`src/rtl/memory_arbiter_if.sv`:
```
// Bundle of the icache/dcache miss ports and the main-memory port around memory_arbiter.
// The master view belongs to the arbiter; the slave view belongs to the caches and memory model.
`default_nettype none

interface memory_arbiter_if #(
    parameter int ADDRESS_WIDTH   = 32,
    parameter int CACHE_LINE_SIZE = 128
);
    logic                       icache_req_in;
    logic [ADDRESS_WIDTH-1:0]   icache_addr_in;
    logic                       icache_ready_out;
    logic [CACHE_LINE_SIZE-1:0] icache_data_out;

    logic                       dcache_req_in;
    logic                       dcache_write_in;
    logic [ADDRESS_WIDTH-1:0]   dcache_addr_in;
    logic [CACHE_LINE_SIZE-1:0] dcache_data_in;
    logic                       dcache_ready_out;
    logic [CACHE_LINE_SIZE-1:0] dcache_data_out;

    logic                       mem_enable_out;
    logic                       mem_op_out;
    logic [ADDRESS_WIDTH-1:0]   mem_addr_out;
    logic [CACHE_LINE_SIZE-1:0] mem_data_out;
    logic                       mem_ready_in;
    logic [CACHE_LINE_SIZE-1:0] mem_data_in;

    modport master (
        input  icache_req_in, icache_addr_in,
        output icache_ready_out, icache_data_out,
        input  dcache_req_in, dcache_write_in, dcache_addr_in, dcache_data_in,
        output dcache_ready_out, dcache_data_out,
        output mem_enable_out, mem_op_out, mem_addr_out, mem_data_out,
        input  mem_ready_in, mem_data_in
    );

    modport slave (
        output icache_req_in, icache_addr_in,
        input  icache_ready_out, icache_data_out,
        output dcache_req_in, dcache_write_in, dcache_addr_in, dcache_data_in,
        input  dcache_ready_out, dcache_data_out,
        input  mem_enable_out, mem_op_out, mem_addr_out, mem_data_out,
        output mem_ready_in, mem_data_in
    );
endinterface

`default_nettype wire

```
`src/rtl/memory_arbiter.sv`:
```
// Round-robin arbiter sharing one main-memory port between the instruction and data caches.
// Serializes line transactions and routes each completed line back to its owning cache.
`default_nettype none

module memory_arbiter #(
    parameter int ADDRESS_WIDTH   = 32,
    parameter int CACHE_LINE_SIZE = 128
) (
    input  wire logic         clk,
    input  wire logic         reset,
    memory_arbiter_if.master  bus
);
    typedef enum logic [1:0] {
        IDLE    = 2'd0,
        SERVE_I = 2'd1,
        SERVE_D = 2'd2,
        RELEASE = 2'd3
    } state_t;

    state_t                     state_q, state_d;
    logic                       last_grant_q, last_grant_d;
    logic                       grant_d;
    logic [ADDRESS_WIDTH-1:0]   addr_q, addr_d;
    logic                       op_q, op_d;
    logic [CACHE_LINE_SIZE-1:0] wdata_q, wdata_d;
    logic [CACHE_LINE_SIZE-1:0] idata_q, idata_d;
    logic [CACHE_LINE_SIZE-1:0] ddata_q, ddata_d;
    logic                       iready_q, iready_d;
    logic                       dready_q, dready_d;

    always_comb begin
        state_d      = state_q;
        last_grant_d = last_grant_q;
        grant_d      = 1'b0;
        addr_d       = addr_q;
        op_d         = op_q;
        wdata_d      = wdata_q;
        idata_d      = idata_q;
        ddata_d      = ddata_q;
        iready_d     = 1'b0;
        dready_d     = 1'b0;

        case (state_q)
            IDLE: begin
                if (bus.icache_req_in || bus.dcache_req_in) begin
                    // On a tie the cache that was not served last wins.
                    grant_d = (bus.icache_req_in && bus.dcache_req_in) ? ~last_grant_q
                                                                       : bus.dcache_req_in;
                    last_grant_d = grant_d;
                    if (grant_d) begin
                        state_d = SERVE_D;
                        addr_d  = bus.dcache_addr_in;
                        op_d    = bus.dcache_write_in;
                        wdata_d = bus.dcache_data_in;
                    end else begin
                        state_d = SERVE_I;
                        addr_d  = bus.icache_addr_in;
                        op_d    = 1'b0;
                        wdata_d = '0;
                    end
                end
            end
            SERVE_I: begin
                if (bus.mem_ready_in) begin
                    idata_d  = bus.mem_data_in;
                    iready_d = 1'b1;
                    state_d  = RELEASE;
                end
            end
            SERVE_D: begin
                if (bus.mem_ready_in) begin
                    // A write-back returns no line, so the last fill stays visible.
                    if (!op_q) begin
                        ddata_d = bus.mem_data_in;
                    end
                    dready_d = 1'b1;
                    state_d  = RELEASE;
                end
            end
            RELEASE: state_d = IDLE;
            default: state_d = IDLE;
        endcase
    end

    always_ff @(posedge clk) begin
        if (!reset) begin
            state_q      <= IDLE;
            last_grant_q <= 1'b0;
            addr_q       <= '0;
            op_q         <= 1'b0;
            wdata_q      <= '0;
            idata_q      <= '0;
            ddata_q      <= '0;
            iready_q     <= 1'b0;
            dready_q     <= 1'b0;
        end else begin
            state_q      <= state_d;
            last_grant_q <= last_grant_d;
            addr_q       <= addr_d;
            op_q         <= op_d;
            wdata_q      <= wdata_d;
            idata_q      <= idata_d;
            ddata_q      <= ddata_d;
            iready_q     <= iready_d;
            dready_q     <= dready_d;
        end
    end

    assign bus.mem_enable_out   = (state_q == SERVE_I) || (state_q == SERVE_D);
    assign bus.mem_op_out       = op_q;
    assign bus.mem_addr_out     = addr_q;
    assign bus.mem_data_out     = wdata_q;
    assign bus.icache_ready_out = iready_q;
    assign bus.icache_data_out  = idata_q;
    assign bus.dcache_ready_out = dready_q;
    assign bus.dcache_data_out  = ddata_q;

endmodule

`default_nettype wire

```
`src/flat_wrapper.sv`:
```
// flat-port wrapper written by rule: the top's interface ports become plain ports
module memory_arbiter_flat 
#(
    parameter int ADDRESS_WIDTH   = 32,
    parameter int CACHE_LINE_SIZE = 128
)
  (clk, reset, bus_icache_req_in, bus_icache_addr_in, bus_icache_ready_out, bus_icache_data_out, bus_dcache_req_in, bus_dcache_write_in, bus_dcache_addr_in, bus_dcache_data_in, bus_dcache_ready_out, bus_dcache_data_out, bus_mem_enable_out, bus_mem_op_out, bus_mem_addr_out, bus_mem_data_out, bus_mem_ready_in, bus_mem_data_in);
  memory_arbiter_if #(.ADDRESS_WIDTH(ADDRESS_WIDTH), .CACHE_LINE_SIZE(CACHE_LINE_SIZE)) bus_i ();
  input  wire logic clk;
  input  wire logic reset;
  input wire logic [$bits(bus_i.icache_req_in)-1:0] bus_icache_req_in;
  input wire logic [$bits(bus_i.icache_addr_in)-1:0] bus_icache_addr_in;
  output wire logic [$bits(bus_i.icache_ready_out)-1:0] bus_icache_ready_out;
  output wire logic [$bits(bus_i.icache_data_out)-1:0] bus_icache_data_out;
  input wire logic [$bits(bus_i.dcache_req_in)-1:0] bus_dcache_req_in;
  input wire logic [$bits(bus_i.dcache_write_in)-1:0] bus_dcache_write_in;
  input wire logic [$bits(bus_i.dcache_addr_in)-1:0] bus_dcache_addr_in;
  input wire logic [$bits(bus_i.dcache_data_in)-1:0] bus_dcache_data_in;
  output wire logic [$bits(bus_i.dcache_ready_out)-1:0] bus_dcache_ready_out;
  output wire logic [$bits(bus_i.dcache_data_out)-1:0] bus_dcache_data_out;
  output wire logic [$bits(bus_i.mem_enable_out)-1:0] bus_mem_enable_out;
  output wire logic [$bits(bus_i.mem_op_out)-1:0] bus_mem_op_out;
  output wire logic [$bits(bus_i.mem_addr_out)-1:0] bus_mem_addr_out;
  output wire logic [$bits(bus_i.mem_data_out)-1:0] bus_mem_data_out;
  input wire logic [$bits(bus_i.mem_ready_in)-1:0] bus_mem_ready_in;
  input wire logic [$bits(bus_i.mem_data_in)-1:0] bus_mem_data_in;
  assign bus_i.icache_req_in = bus_icache_req_in;
  assign bus_i.icache_addr_in = bus_icache_addr_in;
  assign bus_icache_ready_out = bus_i.icache_ready_out;
  assign bus_icache_data_out = bus_i.icache_data_out;
  assign bus_i.dcache_req_in = bus_dcache_req_in;
  assign bus_i.dcache_write_in = bus_dcache_write_in;
  assign bus_i.dcache_addr_in = bus_dcache_addr_in;
  assign bus_i.dcache_data_in = bus_dcache_data_in;
  assign bus_dcache_ready_out = bus_i.dcache_ready_out;
  assign bus_dcache_data_out = bus_i.dcache_data_out;
  assign bus_mem_enable_out = bus_i.mem_enable_out;
  assign bus_mem_op_out = bus_i.mem_op_out;
  assign bus_mem_addr_out = bus_i.mem_addr_out;
  assign bus_mem_data_out = bus_i.mem_data_out;
  assign bus_i.mem_ready_in = bus_mem_ready_in;
  assign bus_i.mem_data_in = bus_mem_data_in;
  memory_arbiter #(.ADDRESS_WIDTH(ADDRESS_WIDTH), .CACHE_LINE_SIZE(CACHE_LINE_SIZE)) u_core (.clk(clk), .reset(reset), .bus(bus_i));
endmodule
```
`config.mk`:
```
export PLATFORM = sky130hd
export DESIGN_NAME = memory_arbiter_flat
export DESIGN_NICKNAME = d
export VERILOG_FILES = /design/src/rtl/memory_arbiter_if.sv /design/src/rtl/memory_arbiter.sv /design/src/flat_wrapper.sv
export SDC_FILE = /design/constraint.sdc
export NUM_CORES = 1
export LEC_CHECK = 0
export CAP_MARGIN = 0
export CORE_AREA = 2 2 288 290
export CTS_BUF_LIST = sky130_fd_sc_hd__clkbuf_2 sky130_fd_sc_hd__clkbuf_4 sky130_fd_sc_hd__clkbuf_8
export CTS_CLUSTER_DIAMETER = 30
export CTS_CLUSTER_SIZE = 24
export DETAILED_ROUTE_END_ITERATION = 7
export DIE_AREA = 0 0 290 292
export GPL_TIMING_DRIVEN = 0
export PLACE_DENSITY = 0.51
export SYNTH_ARGS = -nofsm -noshare
export SYNTH_HDL_FRONTEND = slang
export SYNTH_SLANG_ARGS = --single-unit
```
`constraint.sdc`:
```
create_clock -name clk -period 2.1 [get_ports clk]
set_input_delay 0.42 -clock clk [delete_from_list [all_inputs] [get_ports clk]]
set_output_delay 0.42 -clock clk [all_outputs]
set_load 0.005 [all_outputs]
```
==> run metrics <==
Least-Margin Pin Slew=around 0.96 ns; CP startpoint kind=flip-flop; Final Slew Violations=0; Async SR Flop Fraction=0; placed cell area=~25,000 µm²; final hold violation count=0; row count=roughly 110; Die X=~290 µm; Synth Instances=between 1,500 and 2,000; dominant cell type by area after synthesis=dfxtp_1; CP Max Fanout=2; Max-cap violations=0; ratio of cells with drive above 1 in the final layout=0.1132; Post-synth EDFFs=0; Die ar.=between 80,000 and 90,000 µm²; register share of total power=0.324; Final Instance Area=between 20,000 and 30,000 µm²; crit path max-delay cell type=clkdlybuf4s50_1; Post-synth top cells=546 x nand2_1, 422 x dfxtp_1, 258 x a21boi_0, 131 x nor2b_1, 129 x a32oi_1; H-Tree Depth=3; wire per inst=around 21 µm; crit path time final=slightly above 2 ns; I/O pins=approximately 750; Cell Int Power=~21,000 µW; initial DRC count=between 700 and 800; Initial Util=0.1932; DRT antenna net count=0; Pwr Density=1138 nW/µm²; delay of the slowest critical-path stage=0.59 ns; worst vdd ir=about 0.55 mV; initial antenna violation count=13; via/cell ratio=about 4.2; status=finished, final reports clean; data required time of the critical path=roughly 1.7 ns; total grt overflow=0; crit path cell chain=clkdlybuf4s50_1; # clock sinks=approximately 420; CTS tree=done; GP Congestion=a little over 0.8; top-count cell post-synth=nand2_1; core area=about 82,000 µm²; DRC=0; Worst setup EP type=output port; post-layout util=0.3331; ys flop type=dfxtp_1; Root Driver=clkbuf_8; worst-skew pair later-pin latency=between 0.7 and 0.8 ns; clock slew seen by the registers of the worst setup and hold paths=0.05 ns; Synth cell types=28; RSZ-0062 raised after global routing=yes; hold slack=about 0.26 ns; CP Data Arrival Time=roughly 1.6 ns; Max Clk Rate=493.5 MHz; synthesized area=around 16,000 µm²; Yosys top cell area share=0.5360; Fillers=8,578; reg2reg setup slack=0.15 ns; number of setup buffers added after CTS=0; via count=approximately 16,000; first-pass GRT wire length=roughly 110 mm; Post-CTS Hold Buffers=0; dpl hpwl=just over 60 mm; total track usage=0.1795; syn nets=~2,100; Area growth syn-to-layout=72.41%; CTS Buf Count=between 100 and 150; worst rel slew slack=0.3611; multi-input combinational cell area=6591 µm²; Top delay family on crit path=buffers and inverters; pin count of the biggest net entering global routing=18; clk_skew=just over 0.05 ns; worst hold path class=in2reg; vias in the first global route=~17,000; switching part of the total=0.3220; drt pass-1 iters=5; final setup fails=0; fin nets=between 2,000 and 3,000; IO Port Bufs=between 700 and 800; Tcrit/Tclk final=0.9649; Max clock buf depth=3; sequential share of the synthesized area=0.5360; die height=roughly 290 µm; Avg Cell Area, Syn=8.939 µm²; power share of the combinational group=0.283; drt total wl=between 70 and 80 mm; Area contributors post-synth=dfxtp_1 54%, nand2_1 13%, a21boi_0 12%; clock network power share=0.393; FF/Latch Area=between 8000 and 9000 µm²; post-synthesis register bit count=between 400 and 500; crit path buf inv count=1; leakage=approximately 0.010 µW; Synth warnings=0; Net Switching=approximately 10000 µW; critical path type=reg2out
per-stage QoR:
step                      setup TNS (ns)  instances  total power, µW  worst slack (ns)
after floorplan                        0       1763            13710            0.6043
after global placement           -173.61       3577            19180           -0.8134
after detailed placement         -181.97       3577            19160           -0.8648
after CTS                              0       3774            31320         0.0003554
after global routing             -0.1379       3778            32570          -0.02746
final                                  0       3778            30930           0.07381
layout by cell type (no fill, tap or decap), types with 9 or more instances in the layout:
| cell type | instances |
|---|---|
| dlymetal6s2s_1 | 19 |
| clkbuf_4 | 25 |
| a32oi_1 | 129 |
| buf_4 | 9 |
| clkinv_2 | 20 |
| clkbuf_2 | 15 |
| clkbuf_8 | 133 |
| dfxtp_2 | 14 |
| nor2b_1 | 131 |
| a21oi_1 | 65 |
| nand2_1 | 546 |
| o21ai_0 | 33 |
| clkdlybuf4s50_1 | 643 |
| bufinv_16 | 13 |
| dlygate4sd2_1 | 81 |
| dfxtp_1 | 408 |
| buf_2 | 57 |
| clkbuf_1 | 67 |
| a21boi_0 | 258 |
kinds of logic after synthesis:
logic type	Yosys count	synth area share
adders and majority gates	3	0.002382
DFF	422	0.5360
buffers and inverters	161	0.04652
and+or+nand+nor	684	0.1849
AOI/OAI and AO/OA	492	0.2295
muxes	1	0.0006351
final timing paths:
| path | cells after the start | to | start |
|---|---|---|---|
| max | 1 | bus_mem_data_out[71] | u_core.bus.mem_data_out[71]$_SDFFE_PN0P_ |
| min | 3 | u_core.bus.mem_addr_out[17]$_SDFFE_PN0P_ | bus_icache_addr_in[17] |
| max reg2reg | 7 | u_core.bus.mem_data_out[97]$_SDFFE_PN0P_ | u_core.state_q[0]$_SDFFE_PN0P_ |
| min reg2reg | 2 | u_core.bus.dcache_data_out[113]$_SDFFE_PN0P_ | u_core.bus.dcache_data_out[113]$_SDFFE_PN0P_ |
area by class of cell:
class                   instances  share of cell area
plain buffers                 159             0.02832
clock buffers                 152             0.07262
clock inverters                45             0.02302
repair buffers                744              0.2720
multi-input cells            1180              0.2426
well taps                    1070             0.04927
diodes                          4           0.0003684
flip-flops and latches        422              0.3116
inverters                       2           0.0002763
state kept, by name, indices dropped and copies added, names as in the netlist:
signal and count:
u_core.bus.dcache_data_out 128, u_core.bus.mem_data_out 128, u_core.bus.icache_data_out 128, u_core.bus.mem_addr_out 32, u_core.bus.icache_ready_out 1, u_core.bus.mem_op_out 1
u_core.state_q 2, u_core.bus.dcache_ready_out 1, u_core.last_grant_q 1
power by group through the flow:
| stage | clock network [µW] | logic, µW | registers, µW |
|---|---|---|---|
| floorplan | 0 | 3560 | 10200 |
| global placement | 0 | 9020 | 10200 |
| detailed placement | 0 | 9000 | 10200 |
| CTS | 12400 | 8860 | 10000 |
| global route | 12800 | 9570 | 10200 |
| finish | 12200 | 8760 | 10000 |
metal layers:
metal / part of all wire / vias up / global-route usage
met5: 0.0012 / - / 0
li1: - / 7745 / -
met4: 0.026 / 14 / 0.04992
met1: 0.39 / 7473 / 0.1940
met3: 0.087 / 128 / 0.07109
met2: 0.50 / 691 / 0.3232
timing repair:
action | 4_1_cts | 5_1_grt
cloned | 0 | 0
resized for setup | 108 | 50
endpoints found under the setup margin | 227 | 146
(Power assumes the default switching activity.)
